### src/rtl/gcd_requester_if.sv
// Handshake bundle for gcd_requester: upstream operands, core issue/complete, downstream result.
// slave = requester side, master = producer/core/consumer environment side.
interface gcd_requester_if #(
   parameter int unsigned WIDTH = 8
);
   logic             in_valid;
   logic             in_ready;
   logic [WIDTH-1:0] in_a;
   logic [WIDTH-1:0] in_b;
   logic             core_start;
   logic [WIDTH-1:0] core_a;
   logic [WIDTH-1:0] core_b;
   logic [WIDTH-1:0] core_result;
   logic             core_done;
   logic             out_valid;
   logic             out_ready;
   logic [WIDTH-1:0] out_result;
   logic             out_err;
   logic [15:0]      done_count;
   logic [15:0]      err_count;

   modport slave (
      input  in_valid, in_a, in_b, core_result, core_done, out_ready,
      output in_ready, core_start, core_a, core_b, out_valid, out_result, out_err,
      output done_count, err_count
   );

   modport master (
      output in_valid, in_a, in_b, core_result, core_done, out_ready,
      input  in_ready, core_start, core_a, core_b, out_valid, out_result, out_err,
      input  done_count, err_count
   );
endinterface

### src/rtl/gcd_requester.sv
// Initiator for gcd_top: accepts operand pairs, issues them to the core, waits for done
// or timeout, and returns the result; zero operands are resolved locally without the core.
module gcd_requester #(
   parameter int unsigned WIDTH   = 8,
   parameter int unsigned TIMEOUT = 255
) (
   input  logic            clk,
   input  logic            reset,
   gcd_requester_if.slave  bus
);

   localparam int unsigned   CW   = $clog2(TIMEOUT + 1);
   localparam logic [CW-1:0] LAST = CW'(TIMEOUT - 1);

   typedef enum logic [1:0] {
      IDLE,
      ISSUE,
      WAIT,
      OUT
   } state_t;

   state_t           state_q, state_d;
   logic [WIDTH-1:0] a_q, b_q, result_q;
   logic             err_q;
   logic [CW-1:0]    wait_cnt;
   logic [15:0]      done_cnt_q, err_cnt_q;
   logic             zero_op;
   logic             timeout_hit;

   assign zero_op     = (bus.in_a == '0) || (bus.in_b == '0);
   assign timeout_hit = (wait_cnt == LAST);

   always_comb begin
      state_d = state_q;
      unique case (state_q)
         IDLE:  if (bus.in_valid) state_d = zero_op ? OUT : ISSUE;
         ISSUE: state_d = WAIT;
         WAIT:  if (bus.core_done || timeout_hit) state_d = OUT;
         OUT:   if (bus.out_ready) state_d = IDLE;
         default: state_d = IDLE;
      endcase
   end

   always_ff @(posedge clk) begin
      if (reset) begin
         state_q    <= IDLE;
         a_q        <= '0;
         b_q        <= '0;
         result_q   <= '0;
         err_q      <= 1'b0;
         wait_cnt   <= '0;
         done_cnt_q <= '0;
         err_cnt_q  <= '0;
      end else begin
         state_q <= state_d;
         unique case (state_q)
            IDLE: begin
               if (bus.in_valid) begin
                  a_q <= bus.in_a;
                  b_q <= bus.in_b;
                  // gcd(x,0)=x and gcd(0,0)=0, so the OR covers every zero case
                  if (zero_op) begin
                     result_q <= bus.in_a | bus.in_b;
                     err_q    <= 1'b0;
                  end
               end
            end
            ISSUE: wait_cnt <= '0;
            WAIT: begin
               wait_cnt <= wait_cnt + 1'b1;
               if (bus.core_done) begin
                  result_q <= bus.core_result;
                  err_q    <= 1'b0;
               end else if (timeout_hit) begin
                  result_q <= '0;
                  err_q    <= 1'b1;
               end
            end
            OUT: begin
               if (bus.out_ready) begin
                  done_cnt_q <= done_cnt_q + 16'd1;
                  if (err_q) err_cnt_q <= err_cnt_q + 16'd1;
               end
            end
            default: ;
         endcase
      end
   end

   assign bus.in_ready   = (state_q == IDLE) && !reset;
   assign bus.core_start = (state_q == ISSUE);
   assign bus.core_a     = a_q;
   assign bus.core_b     = b_q;
   assign bus.out_valid  = (state_q == OUT);
   assign bus.out_result = result_q;
   assign bus.out_err    = err_q;
   assign bus.done_count = done_cnt_q;
   assign bus.err_count  = err_cnt_q;

endmodule

### src/flat_wrapper.sv
// flat-port wrapper written by rule: the top's interface ports become plain ports
module gcd_requester_flat 
#(
   parameter int unsigned WIDTH   = 8,
   parameter int unsigned TIMEOUT = 255
)
  (clk, reset, bus_in_valid, bus_in_a, bus_in_b, bus_core_result, bus_core_done, bus_out_ready, bus_in_ready, bus_core_start, bus_core_a, bus_core_b, bus_out_valid, bus_out_result, bus_out_err, bus_done_count, bus_err_count);
  gcd_requester_if #(.WIDTH(WIDTH)) bus_i ();
  input  logic clk;
  input  logic reset;
  input wire logic [$bits(bus_i.in_valid)-1:0] bus_in_valid;
  input wire logic [$bits(bus_i.in_a)-1:0] bus_in_a;
  input wire logic [$bits(bus_i.in_b)-1:0] bus_in_b;
  input wire logic [$bits(bus_i.core_result)-1:0] bus_core_result;
  input wire logic [$bits(bus_i.core_done)-1:0] bus_core_done;
  input wire logic [$bits(bus_i.out_ready)-1:0] bus_out_ready;
  output wire logic [$bits(bus_i.in_ready)-1:0] bus_in_ready;
  output wire logic [$bits(bus_i.core_start)-1:0] bus_core_start;
  output wire logic [$bits(bus_i.core_a)-1:0] bus_core_a;
  output wire logic [$bits(bus_i.core_b)-1:0] bus_core_b;
  output wire logic [$bits(bus_i.out_valid)-1:0] bus_out_valid;
  output wire logic [$bits(bus_i.out_result)-1:0] bus_out_result;
  output wire logic [$bits(bus_i.out_err)-1:0] bus_out_err;
  output wire logic [$bits(bus_i.done_count)-1:0] bus_done_count;
  output wire logic [$bits(bus_i.err_count)-1:0] bus_err_count;
  assign bus_i.in_valid = bus_in_valid;
  assign bus_i.in_a = bus_in_a;
  assign bus_i.in_b = bus_in_b;
  assign bus_i.core_result = bus_core_result;
  assign bus_i.core_done = bus_core_done;
  assign bus_i.out_ready = bus_out_ready;
  assign bus_in_ready = bus_i.in_ready;
  assign bus_core_start = bus_i.core_start;
  assign bus_core_a = bus_i.core_a;
  assign bus_core_b = bus_i.core_b;
  assign bus_out_valid = bus_i.out_valid;
  assign bus_out_result = bus_i.out_result;
  assign bus_out_err = bus_i.out_err;
  assign bus_done_count = bus_i.done_count;
  assign bus_err_count = bus_i.err_count;
  gcd_requester #(.WIDTH(WIDTH), .TIMEOUT(TIMEOUT)) u_core (.clk(clk), .reset(reset), .bus(bus_i));
endmodule
### config.mk
export PLATFORM = sky130hd
export DESIGN_NAME = gcd_requester_flat
export DESIGN_NICKNAME = d
export VERILOG_FILES = /design/src/rtl/gcd_requester_if.sv /design/src/rtl/gcd_requester.sv /design/src/flat_wrapper.sv
export SDC_FILE = /design/constraint.sdc
export NUM_CORES = 1
export LEC_CHECK = 0
export CAP_MARGIN = 0
export CORE_MARGIN = 10
export CORE_UTILIZATION = 43
export CTS_CLUSTER_DIAMETER = 50
export DETAILED_ROUTE_END_ITERATION = 12
export PLACE_DENSITY_LB_ADDON = 0.08
export SKIP_CTS_REPAIR_TIMING = 1
export SLEW_MARGIN = 10
export SYNTH_ARGS = -nofsm -noshare
export SYNTH_HDL_FRONTEND = slang
export SYNTH_SLANG_ARGS = --single-unit
### constraint.sdc
create_clock -name clk -period 1.7 [get_ports clk]
set_input_delay 0.34 -clock clk [delete_from_list [all_inputs] [get_ports clk]]
set_output_delay 0.34 -clock clk [all_outputs]
set_load 0.1 [all_outputs]
==> flow_summary_export.csv, run 1 <==
group,metric,value,unit
pwr,ir_drop,0.000754,V
clock_tree,h-tree-depth,3,
synthesis,synth-seq-cells,67,
pwr,p_per_area,1220,nW/µm²
synthesis,yosysMostFrequentCell,"dfxtp_1",
worst_setup_path,slowest_delay,420,ps
final_layout,fin_util,0.767,
final_layout,stdcell_count,580,
final_layout,final_cell_area,5300,µm²
final_layout,fillers,475,
synthesis,synth.distinct_cells,40,
synthesis,synth_flop_cell,"dfxtp_1",
run_status,failed_checks,"negative setup slack",
synthesis,async_flop_share,0,
final_layout,seqCellArea,1410,µm²
synthesis,synthTopCellsByArea,"dfxtp_1 43%, nand2_1 6.6%, xor2_1 5.6%",
synthesis,syn_avg_cell_area,8.56,µm²
clock_tree,numClockSinks,67,
timing,slew_violations,0,
grt,grtUsageTotal,0.154,
synthesis,ys_warn_count,0,
synthesis,ys_seq_area_frac,0.432,
min_path,hold_path_class,"in -> reg",
final_layout,syn_to_final_growth,70.4,%
timing,final.setup_skew,7.64,ps
worst_setup_path,path_cells,"clkdlybuf4s50_1, nor4_1, nand2_1, a31oi_4, buf_12, a21oi_1, a31o_2",
route,routed_wl,8.78,mm
synthesis,syn_inst,363,
worst_setup_path,crit_fanout,8,
clock_tree,clock_latency,330,ps
clock_tree,root_buffer,"clkbuf_8",
grt,grt_pass1_wl,14.1,mm
timing,slew-limit-headroom,0.628,
job,maxCapViolations,0,
synthesis,synthesis.nets,401,
worst_setup_path,required,1920,ps
synthesis,synth_edf_count,0,
clock_tree,cts_tree,"built",
timing,rsz0062_at_grt,"yes",
floorplan,coreArea,6910,µm²
timing,min_period,1730,ps
clock_tree,clk_pin_slew,70,ps
grt,grt_pass1_vias,2967,
pwr,finalPower,6480,µW
timing,postLayoutSetupSlackWorst,-26.1,ps
worst_setup_path,cp.arrival,1940,ps
synthesis,synth.largest_area_cell,"dfxtp_1",
timing,final-hold-violation-count,0,
route,vias,2938,
worst_setup_path,crit_type,"in -> reg",
run_status,status,"finished with violations",
worst_setup_path,endpoint_kind,"register",
route,drt_iter0_markers,88,
route,drt_pre_antenna_iters,4,
placed_design,dp.cells,560,
placed_design,port_buffers,88,
clock_tree,clockBufferDepth,2,
worst_setup_path,crit_family,"buffers and inverters",
worst_setup_path,start_kind,"input port",
floorplan,die_height,105,µm
floorplan,row_count,30,
floorplan,die_x,105,µm
placed_design,gp_congestion,0.805,
timing,post-route-period-util,1.02,
floorplan,dieArea,11000,µm²
synthesis,syn_area,3110,µm²
timing,worst_slew_pin_slew,558,ps
floorplan,num_io_pins,89,
timing,finalSetupViolCount,9,
clock_tree,numCtsBuffers,9,
grt,grt_antenna_before_repair,0,
route,drc,0,
synthesis,synthTopCellsByCount,"67 x dfxtp_1, 55 x nand2_1, 41 x nor2_1",
final_layout,n_antenna_cell,0,
floorplan,start_util,0.450,
route,viasPerCell,5.07,
final_layout,multi_input_area,1750,µm²
placed_design,place_area,5000,µm²
final_layout,fin_nets,517,
timing,max_freq,579,MHz
final_layout,drive_above_1_share,0.360,
grt,overflow,0,
grt,grt_max_degree,30,
route,drt-wirelength-per-cell,15.1,µm
worst_setup_path,cp_num_buf_inv,2,
route,antenna_left,0,
synthesis,synth_top_area_frac,0.432,
worst_setup_path,slowest_stage,"clkdlybuf4s50_1",
placed_design,dp.final_hpwl,6.78,mm
pwr,total_leakage_power,0.00206,µW
## registers in the layout, indices dropped and copies added, names as in the netlist
register	count
u_core.bus.out_err	1
u_core.wait_cnt	8
u_core.bus.done_count	16
u_core.bus.core_b	8
u_core.bus.out_result	8
u_core.bus.err_count	16
u_core.bus.core_a	8
u_core.state_q	2
## where the power goes
part | switching, µW | internal, µW | total, µW
clock network | 586 | 516 | 1100
registers | 202 | 1730 | 1930
logic | 2060 | 1380 | 3440
total | 2850 | 3630 | 6480
## layout by cell type, fill, tap and decap left out, types with 3 or more instances in the layout
master            n
dfxtp_4          14
nor4_2            4
dlymetal6s2s_1    6
buf_4            33
nand2b_1         13
a21oi_1          27
nor3_1           12
xnor2_1          14
clkdlybuf4s50_1  21
buf_12           63
dfxtp_1          39
clkinv_2          5
nor2_1           41
a31o_2            8
nand4_1          12
a21oi_2           3
nand3_1           8
xor2_1           20
dfxtp_2          14
mux2i_1           3
nand2_1          55
a211oi_1          8
ha_4              3
clkbuf_8          9
and3_1            5
inv_1             4
ha_1              6
## final cells by class
class	count	area share
repair buffers	125	0.345
multi-input cells	270	0.331
flip-flops and latches	67	0.267
clock buffers	10	0.0241
well taps	96	0.0227
clock inverters	6	0.00614
inverters	6	0.00473
## layer usage
metal / up-vias / GRT usage / part of all wire
li1: 1477 / - / -
met1: 1389 / 0.164 / 0.41
met2: 60 / 0.270 / 0.51
met3: 12 / 0.0614 / 0.070
met4: 0 / 0.0539 / 0.012
met5: - / 0 / 0
## cells by family (layout without fill, tap and decap cells)
group	Yosys count	count (layout)	share of synthesized area
adder cells (fa/ha/maj)	9	9	0.0362
flip-flops	67	67	0.432
multiplexers	3	3	0.00966
XOR/XNOR	34	34	0.0958
AND/OR/NAND/NOR	169	169	0.264
AO/OA/AOI/OAI	55	55	0.123
buffers and inverters	26	147	0.0394
## worst register-to-register path, cell delays in order (launching register included)
cell       delay (ps)
dfxtp_4           370
inv_4              80
ha_4              170
nand2b_4           60
a41oi_4           210
a31oi_4            80
clkbuf_16         180
buf_4             130
a31o_2            230
## path summary, 6_finish.rpt
check,cells after the start,end,slack [ps],startpoint
setup / recovery,7,u_core.bus.out_result[2],-30,bus_in_b[2]
hold / removal,4,u_core.bus.core_b[7],430,bus_in_b[7]
setup reg to reg,8,u_core.bus.out_result[5],80,u_core.state_q[0]
hold reg to reg,2,u_core.bus.core_a[1],500,u_core.bus.core_a[1]
## per-stage QoR
stage	TNS [ps]	setup WS, ps	hold WS [ps]
floorplan	-381	-133	467
global placement	-5810	-326	478
detailed placement	-7400	-372	482
CTS	-331	-180	489
global route	-730	-89.3	441
finish	-125	-26.1	433
No activity file was read; power rests on OpenSTA's default activity.
==> run 2, diff against run 1 <==
==> constraint.sdc (replaced) <==
create_clock -name clk -period 1.7 [get_ports clk]
set_input_delay 0.255 -clock clk [delete_from_list [all_inputs] [get_ports clk]]
set_output_delay 0.255 -clock clk [all_outputs]
set_load 0.1 [all_outputs]
==> flow_summary_export.csv, run 2 (synthesized netlist as in run 1, its figures left out) <==
group,metric,value,unit
run_status,status,"finished clean",
timing,final.setup_skew,7.71,ps
final_layout,final_common_cell,"buf_12",
worst_setup_path,endpoint_kind,"register",
clock_tree,numClockSinks,67,
grt,grt_max_degree,33,
clock_tree,cts_tree,"built",
timing,slew_violations,0,
final_layout,drive_above_1_share,0.351,
floorplan,num_io_pins,89,
timing,finalSetupViolCount,0,
clock_tree,clockBufferDepth,2,
floorplan,row_count,30,
grt,grt_antenna_before_repair,0,
worst_setup_path,cp.arrival,1900,ps
worst_setup_path,critPathLaunch,"u_core.state_q[0]",
clock_tree,numCtsBuffers,9,
min_path,worst_hold_startpoint,"reset",
worst_setup_path,start_kind,"register",
timing,whs,345,ps
pwr,p_per_area,1260,nW/µm²
floorplan,die_height,105,µm
route,vias,2931,
floorplan,die_x,105,µm
placed_design,gp_congestion,0.827,
timing,max_freq,601,MHz
final_layout,fin_util,0.761,
final_layout,mostFrequentLayoutCells,"61 x buf_12, 55 x nand2_1, 41 x nor2_1",
timing,post-route-period-util,0.980,
route,viasPerCell,5.08,
worst_setup_path,cp_num_buf_inv,3,
timing,slew-limit-headroom,0.728,
route,drt_iter0_markers,96,
route,antenna_left,0,
placed_design,dp.final_hpwl,6.73,mm
worst_setup_path,path_cells,"inv_2, ha_4, nand2b_1, a41oi_4, a31oi_4, buf_12, buf_4, a31o_2",
timing,min_period,1670,ps
worst_setup_path,slowest_delay,360,ps
final_layout,n_antenna_cell,0,
floorplan,dieArea,11000,µm²
grt,overflow,0,
clock_tree,root_buffer,"clkbuf_8",
timing,final-hold-violation-count,0,
route,drt-wirelength-per-cell,15.7,µm
job,maxCapViolations,0,
floorplan,start_util,0.450,
clock_tree,clk_pin_slew,60,ps
grt,grt_pass1_wl,14.5,mm
worst_setup_path,r2r_start,"u_core.state_q[0]",
worst_setup_path,slowest_stage,"dfxtp_4",
grt,grt_pass1_vias,2983,
pwr,ir_drop,0.00113,V
min_path,hold_path_class,"in -> reg",
clock_tree,clock_latency,350,ps
route,routed_wl,9.08,mm
final_layout,syn_to_final_growth,69.1,%
timing,worst_slew_pin_slew,408,ps
worst_setup_path,crit_family,"compound AO/OA/AOI/OAI gates",
grt,grtUsageTotal,0.161,
timing,rsz0062_at_grt,"yes",
placed_design,port_buffers,88,
final_layout,fin_nets,514,
worst_setup_path,crit_fanout,16,
pwr,total_leakage_power,0.00199,µW
worst_setup_path,required,1930,ps
route,drt_pre_antenna_iters,4,
route,drc,0,
worst_setup_path,crit_type,"reg -> reg",
floorplan,coreArea,6910,µm²
clock_tree,h-tree-depth,3,
[run 2: area by class of cell]
type / instances / area [µm²]
fill: 499 / 1650
multi-input combinational: 271 / 1760
sequential: 67 / 1410
tap: 96 / 120
inverter: 6 / 22.5
timing repair buffer: 121 / 1740
clock buffer: 10 / 128
clock inverter: 6 / 80.1
[run 2: where the power goes]
part	switching, µW	internal (µW)	leakage (µW)
clock	589	813	0.000101
sequential	196	1730	0.000562
combinational	2050	1250	0.00133
total	2830	3790	0.00199
[run 2: path summary, 6_finish.rpt]
kind	cells after the start	slack [ps]	end
worst max register to register	8	30	u_core.bus.out_result[3]
worst max-delay path	8	30	u_core.bus.out_result[3]
worst min register to register	2	490	u_core.bus.core_a[2]
worst min-delay path	2	340	u_core.wait_cnt[1]
[run 2: per-layer routing]
metal | global-route usage | wire length, µm | vias up
li1 | - | - | 1472
met1 | 0.167 | 3620 | 1390
met2 | 0.285 | 4690 | 62
met3 | 0.0774 | 697 | 7
met4 | 0.0373 | 71 | 0
met5 | 0 | 0 | -
[run 2: worst reg2reg max path, cell delays in order (launching register included)]
cell and delay [ps]:
dfxtp_4 360, inv_2 110, ha_4 160, nand2b_1 110, a41oi_4 240, a31oi_4 60
buf_12 160, buf_4 140, a31o_2 220
[run 2: metrics by stage]
stage	setup TNS, ps	instances	setup slack (ps)	area, µm²	power, µW
after floorplan	-282	363	-65.1	3220	3930
after global placement	-3910	558	-264	4960	5080
after detailed placement	-4800	558	-313	4960	5120
after CTS	-578	574	-73.5	5170	6530
after global routing	-193	577	-38.5	5260	6910
final	0	577	34.8	5260	6620
